$ cat src/rtl/conv_run_if.sv
// Handshake bundle between the convolution run sequencer and the memory/engine side.
// All strobes and done signals are single-cycle pulses sampled on the rising clock edge; there is no back-pressure.
interface conv_run_if;
    logic       start;
    logic [2:0] engine_en;
    logic       done_capture;
    logic       pe_done;
    logic       sa3_done;
    logic       sa2_done;
    logic       run_valid_o;
    logic       pe_start;
    logic       sa3_start;
    logic       sa2_start;
    logic [1:0] active_engine;
    logic       busy;
    logic       run_done;
    logic       timeout_err;
    logic [2:0] fsm_state;

    modport master (
        output start, engine_en, done_capture, pe_done, sa3_done, sa2_done,
        input  run_valid_o, pe_start, sa3_start, sa2_start, active_engine,
               busy, run_done, timeout_err, fsm_state
    );

    modport slave (
        input  start, engine_en, done_capture, pe_done, sa3_done, sa2_done,
        output run_valid_o, pe_start, sa3_start, sa2_start, active_engine,
               busy, run_done, timeout_err, fsm_state
    );
endinterface

$ cat src/rtl/conv_run_sequencer.sv
// Sequences one convolution run: memory capture, then PE / SA_3x3 / SA_2x2 one at a time,
// with a per-wait timeout that aborts the run and raises a sticky error.
module conv_run_sequencer #(
    parameter int TIMEOUT_CYCLES = 1024,
    parameter int CNT_W          = 11
) (
    input logic       clk,
    input logic       reset,
    conv_run_if.slave bus
);
    typedef enum logic [2:0] {
        S_IDLE     = 3'd0,
        S_CAPTURE  = 3'd1,
        S_WAIT_CAP = 3'd2,
        S_LAUNCH   = 3'd3,
        S_WAIT_ENG = 3'd4,
        S_DONE     = 3'd5
    } state_t;

    localparam logic [CNT_W-1:0] LAST = CNT_W'(TIMEOUT_CYCLES - 1);

    state_t           state, state_nxt;
    logic [2:0]       mask, mask_nxt;
    logic [1:0]       eng, eng_nxt;
    logic [CNT_W-1:0] cnt, cnt_nxt;
    logic             err, err_nxt;
    logic [2:0]       pick;
    logic [1:0]       pick_code;
    logic             eng_done;
    logic             run_valid, run_done;
    logic [2:0]       starts;

    // Lowest remaining engine wins, giving the fixed PE -> SA_3x3 -> SA_2x2 order.
    assign pick = mask & (~mask + 3'd1);

    always_comb begin
        pick_code = 2'd0;
        case (pick)
            3'b001:  pick_code = 2'd1;
            3'b010:  pick_code = 2'd2;
            3'b100:  pick_code = 2'd3;
            default: pick_code = 2'd0;
        endcase
    end

    assign eng_done = ((eng == 2'd1) && bus.pe_done) ||
                      ((eng == 2'd2) && bus.sa3_done) ||
                      ((eng == 2'd3) && bus.sa2_done);

    always_ff @(posedge clk) begin
        if (reset) begin
            state <= S_IDLE;
            mask  <= 3'b000;
            eng   <= 2'd0;
            cnt   <= '0;
            err   <= 1'b0;
        end else begin
            state <= state_nxt;
            mask  <= mask_nxt;
            eng   <= eng_nxt;
            cnt   <= cnt_nxt;
            err   <= err_nxt;
        end
    end

    always_comb begin
        state_nxt = state;
        mask_nxt  = mask;
        eng_nxt   = eng;
        cnt_nxt   = cnt;
        err_nxt   = err;
        run_valid = 1'b0;
        run_done  = 1'b0;
        starts    = 3'b000;
        case (state)
            S_IDLE: begin
                if (bus.start) begin
                    state_nxt = S_CAPTURE;
                    mask_nxt  = bus.engine_en;
                    err_nxt   = 1'b0;
                end
            end
            S_CAPTURE: begin
                run_valid = 1'b1;
                cnt_nxt   = '0;
                state_nxt = S_WAIT_CAP;
            end
            S_WAIT_CAP: begin
                if (bus.done_capture) begin
                    state_nxt = (mask == 3'b000) ? S_DONE : S_LAUNCH;
                end else if (cnt == LAST) begin
                    err_nxt   = 1'b1;
                    eng_nxt   = 2'd0;
                    state_nxt = S_IDLE;
                end else begin
                    cnt_nxt = cnt + 1'b1;
                end
            end
            S_LAUNCH: begin
                starts    = pick;
                eng_nxt   = pick_code;
                mask_nxt  = mask & ~pick;
                cnt_nxt   = '0;
                state_nxt = S_WAIT_ENG;
            end
            S_WAIT_ENG: begin
                // The awaited done takes priority over the terminal count.
                if (eng_done) begin
                    eng_nxt   = 2'd0;
                    state_nxt = (mask != 3'b000) ? S_LAUNCH : S_DONE;
                end else if (cnt == LAST) begin
                    err_nxt   = 1'b1;
                    eng_nxt   = 2'd0;
                    state_nxt = S_IDLE;
                end else begin
                    cnt_nxt = cnt + 1'b1;
                end
            end
            S_DONE: begin
                run_done  = 1'b1;
                state_nxt = S_IDLE;
            end
            default: state_nxt = S_IDLE;
        endcase
    end

    assign bus.run_valid_o   = run_valid;
    assign bus.pe_start      = starts[0];
    assign bus.sa3_start     = starts[1];
    assign bus.sa2_start     = starts[2];
    assign bus.active_engine = eng;
    assign bus.busy          = (state != S_IDLE);
    assign bus.run_done      = run_done;
    assign bus.timeout_err   = err;
    assign bus.fsm_state     = state;
endmodule

$ cat src/flat_wrapper.sv
// flat-port wrapper written by rule: the top's interface ports become plain ports
module conv_run_sequencer_flat 
#(
    parameter int TIMEOUT_CYCLES = 1024,
    parameter int CNT_W          = 11
)
  (clk, reset, bus_start, bus_engine_en, bus_done_capture, bus_pe_done, bus_sa3_done, bus_sa2_done, bus_run_valid_o, bus_pe_start, bus_sa3_start, bus_sa2_start, bus_active_engine, bus_busy, bus_run_done, bus_timeout_err, bus_fsm_state);
  conv_run_if bus_i ();
  input logic clk;
  input logic reset;
  input wire logic [$bits(bus_i.start)-1:0] bus_start;
  input wire logic [$bits(bus_i.engine_en)-1:0] bus_engine_en;
  input wire logic [$bits(bus_i.done_capture)-1:0] bus_done_capture;
  input wire logic [$bits(bus_i.pe_done)-1:0] bus_pe_done;
  input wire logic [$bits(bus_i.sa3_done)-1:0] bus_sa3_done;
  input wire logic [$bits(bus_i.sa2_done)-1:0] bus_sa2_done;
  output wire logic [$bits(bus_i.run_valid_o)-1:0] bus_run_valid_o;
  output wire logic [$bits(bus_i.pe_start)-1:0] bus_pe_start;
  output wire logic [$bits(bus_i.sa3_start)-1:0] bus_sa3_start;
  output wire logic [$bits(bus_i.sa2_start)-1:0] bus_sa2_start;
  output wire logic [$bits(bus_i.active_engine)-1:0] bus_active_engine;
  output wire logic [$bits(bus_i.busy)-1:0] bus_busy;
  output wire logic [$bits(bus_i.run_done)-1:0] bus_run_done;
  output wire logic [$bits(bus_i.timeout_err)-1:0] bus_timeout_err;
  output wire logic [$bits(bus_i.fsm_state)-1:0] bus_fsm_state;
  assign bus_i.start = bus_start;
  assign bus_i.engine_en = bus_engine_en;
  assign bus_i.done_capture = bus_done_capture;
  assign bus_i.pe_done = bus_pe_done;
  assign bus_i.sa3_done = bus_sa3_done;
  assign bus_i.sa2_done = bus_sa2_done;
  assign bus_run_valid_o = bus_i.run_valid_o;
  assign bus_pe_start = bus_i.pe_start;
  assign bus_sa3_start = bus_i.sa3_start;
  assign bus_sa2_start = bus_i.sa2_start;
  assign bus_active_engine = bus_i.active_engine;
  assign bus_busy = bus_i.busy;
  assign bus_run_done = bus_i.run_done;
  assign bus_timeout_err = bus_i.timeout_err;
  assign bus_fsm_state = bus_i.fsm_state;
  conv_run_sequencer #(.TIMEOUT_CYCLES(TIMEOUT_CYCLES), .CNT_W(CNT_W)) u_core (.clk(clk), .reset(reset), .bus(bus_i));
endmodule
$ cat config.mk
export PLATFORM = sky130hd
export DESIGN_NAME = conv_run_sequencer_flat
export DESIGN_NICKNAME = d
export VERILOG_FILES = /design/src/rtl/conv_run_if.sv /design/src/rtl/conv_run_sequencer.sv /design/src/flat_wrapper.sv
export SDC_FILE = /design/constraint.sdc
export NUM_CORES = 1
export LEC_CHECK = 0
export BUFFER_PORTS_ARGS = -buffer_cell sky130_fd_sc_hd__buf_2
export CAP_MARGIN = 20
export CORE_MARGIN = 10
export CORE_UTILIZATION = 40
export CTS_CLUSTER_DIAMETER = 200
export CTS_CLUSTER_SIZE = 12
export DETAILED_ROUTE_END_ITERATION = 10
export PLACE_DENSITY = 0.67
export SLEW_MARGIN = 0
export SYNTH_ARGS = -nofsm -noshare
export SYNTH_HDL_FRONTEND = slang
export SYNTH_SLANG_ARGS = --single-unit
export TNS_END_PERCENT = 100
$ cat constraint.sdc
create_clock -name clk -period 1.7 [get_ports clk]
set_clock_uncertainty 0.15 [all_clocks]
set_input_delay 0 -clock clk [delete_from_list [all_inputs] [get_ports clk]]
set_output_delay 0 -clock clk [all_outputs]
set_load 0.01 [all_outputs]
==> metrics.md <==
| Metric | Value |
|---|---|
| # port buffers | 21 |
| Remaining antenna violation count | 0 |
| Synth cell types | 47 |
| Filler cells | 240 |
| Crit path DAT | 1800 ps |
| Final Cycle Share | 1.01 |
| Power Density | 830 nW/um^2 |
| Sequential power share | 0.373 |
| Yosys warnings | 0 |
| Initial DRC count | 70 |
| Synth top area share | 0.336 |
| Crit-path max FO | 8 |
| Routed vias/inst | 5.69 |
| Number of synthesized flops with an enable pin | 0 |
| Measured slew at the worst slew-check pin | 355 ps |
| Largest net degree at the start of global routing | 17 |
| Die Span Y | 74.6 um |
| Seq/Total Area, Yosys | 0.336 |
| Comb pwr share | 0.340 |
| Sw Ratio | 0.326 |
| Commonest non-fill, non-tap cell in the layout | buf_4 |
| Synthesis-to-layout area growth | 45.4% |
| Remaining Overflow, GRT | 0 |
| Max cap viols | 0 |
| CP max stage delay | 400 ps |
| Row count | 19 |
| Critical path type | reg2reg |
| Max-slew violations | 0 |
| Commonest non-fill, non-tap cells in the layout | buf_4, buf_2, nor2_1 |
| Root Buffer Master | clkbuf_4 |
| Hold Crit Class | in2reg |
| Max rail drop VDD | 0.000387 V |
| Syn nets | 158 |
| Status | complete, but fails checks |
| Critical-path top delay cell | nor4_4 |
| Final setup viols | 5 |
| Routed WL | 3.63 mm |
| Placer Congestion | 0.844 |
| Yosys reg bits | 20 |
| H-tree depth | 1 |
| Core ar. | 2810 sq um |
| Critical Path End Type | register |
| Clock network power share | 0.287 |
| Max_slew headroom | 0.761 |
| Final HPWL DP | 2.49 mm |
| DR vias | 1292 |
| Dpl ws | -65.5 ps |
| Leak pwr | 0.746 nW |
| Latest clock arrival within the worst-skew pair | 310 ps |
| Hold Vio Cnt, Final | 0 |
| Sw Pwr | 468 uW |
| Post-Syn Area | 1190 sq um |
| Synth async-reset ratio | 0 |
| Die Width | 74.6 um |
| Final WS setup | -22.6 ps |
| First-pass GRT wire length | 5.76 mm |
| Layout Nets | 208 |
| Initial antenna violation count | 0 |
| DRT Pass-1 Iters | 4 |
| Bufs on Longest Clock Path | 2 |
| Worst path bufs/invs | 0 |
| TritonCTS buffer count | 3 |
| Initial Util | 0.425 |
| Vias in the first global route | 1269 |
| Startpoint Class | register |
| Minimum clock period after layout | 1720 ps |
| WHS | 24.6 ps |
| Mean Syn Cell Area | 8.10 sq um |
| Largest area contributor in the synthesized netlist | dfxtp_1 |
| All-Layer GR Usage | 0.129 |
| Final Core Density | 0.617 |
| Layout cells sized above 1 | 0.413 |
| Mapped Cells | 147 |
| ANT cells | 0 |
| DR WL/cell | 16.0 um |
| Fmax | 581 MHz |
| Int Pwr | 969 uW |
| Worst Path Required | 1780 ps |
| Ports | 22 |
| Post-route DRC violation count | 0 |
| Area contributors post-synth | dfxtp_1, nor2_1, and3_1 |
| CP cell instances | ha_4 -> nand4_4 -> nor4_4 -> a21oi_4 -> and3_4 -> o21a_1 |
| TritonCTS clock tree | built |
| Reg clk slew, reported paths | 130 ps |
| Final setup TNS | -72.2 ps |
| RSZ-0062 raised after global routing | yes |
| Full die area | 5560 sq um |
| Crit-path leading delay family | simple AND/OR/NAND/NOR gates |
| Synth Flop Type | dfxtp_1 |
| CTS sink cnt | 20 |
| Violated checks | negative setup slack |
synthesized netlist by cell type (3+ instances only):
cell type	number
dfxtp_1	20
nor2_1	17
nand2_1	11
a21oi_1	8
inv_1	8
and3_1	7
nor3_1	7
o21a_1	5
or3_1	5
mux2i_1	4
o21ai_0	4
clkbuf_1	3
nand3_1	3
nand3b_1	3
registers in the layout, summed over array words and instances (netlist names):
register,count
u_core.bus.fsm_state,3
u_core.bus.timeout_err,1
u_core.mask,3
u_core.cnt,11
u_core.bus.active_engine,2
power groups by stage:
stage	registers (mW)	logic (mW)	clock network, mW
4_1_cts	0.535	0.406	0.413
2_1_floorplan	0.544	0.222	0
5_1_grt	0.542	0.529	0.433
3_5_place_dp	0.540	0.375	0
3_3_place_gp	0.538	0.368	0
6_report	0.536	0.488	0.412
per-layer routing:
metal / GRT usage / up-vias / routed length, um
met5: 0 / - / 0
met4: 0.0336 / 0 / 58
met3: 0.0319 / 6 / 155
met2: 0.244 / 23 / 1980
met1: 0.139 / 624 / 1430
li1: - / 639 / -
path summary, 6_finish.rpt:
check	startpoint	end	slack [ps]	cells past startpoint
max	u_core.cnt[0]	u_core.cnt[6]	-20	6
min	bus_start	u_core.bus.fsm_state[1]	20	4
max reg2reg	u_core.cnt[0]	u_core.cnt[6]	-20	6
min reg2reg	u_core.cnt[10]	u_core.cnt[10]	330	2
cells by family after synthesis:
kind of cell | after synthesis | synth area share
adder cells (fa/ha/maj) | 1 | 0.0105
AO/OA/AOI/OAI | 37 | 0.221
XOR/XNOR | 2 | 0.0147
buffers and inverters | 13 | 0.0452
flip-flops | 20 | 0.336
AND/OR/NAND/NOR | 70 | 0.339
multiplexers | 4 | 0.0336
cell type report:
| type | count | area (sq um) | area share |
|---|---|---|---|
| clock inverters | 1 | 30.0 | 0.0173 |
| well taps | 31 | 38.8 | 0.0224 |
| repair buffers | 50 | 339 | 0.196 |
| flip-flops and latches | 20 | 417 | 0.241 |
| clock buffers | 3 | 22.5 | 0.0130 |
| inverters | 8 | 30.0 | 0.0173 |
| multi-input cells | 114 | 855 | 0.493 |
what timing repair did:
action | CTS | global route
hold buffers | 5 | 0
endpoints found under the setup margin | 14 | 19
setup buffers | 0 | 4
resized for setup | 11 | 22
hold endpoints to repair | 7 | 0
pin swaps | 8 | 4
worst min-delay path: cells and delay by family:
family	cells	cell delay (ps)
buffers and inverters	1	110
and+or+nand+nor	2	270
AOI/OAI and AO/OA	1	100
metrics by stage:
step                instances  instance area (sq um)  power [mW]
finish                    227                   1730        1.44
floorplan                 147                   1210       0.766
detailed placement        214                   1480       0.915
global placement          214                   1480       0.906
global route              227                   1730        1.50
CTS                       223                   1620        1.35
(Power assumes the default switching activity.)
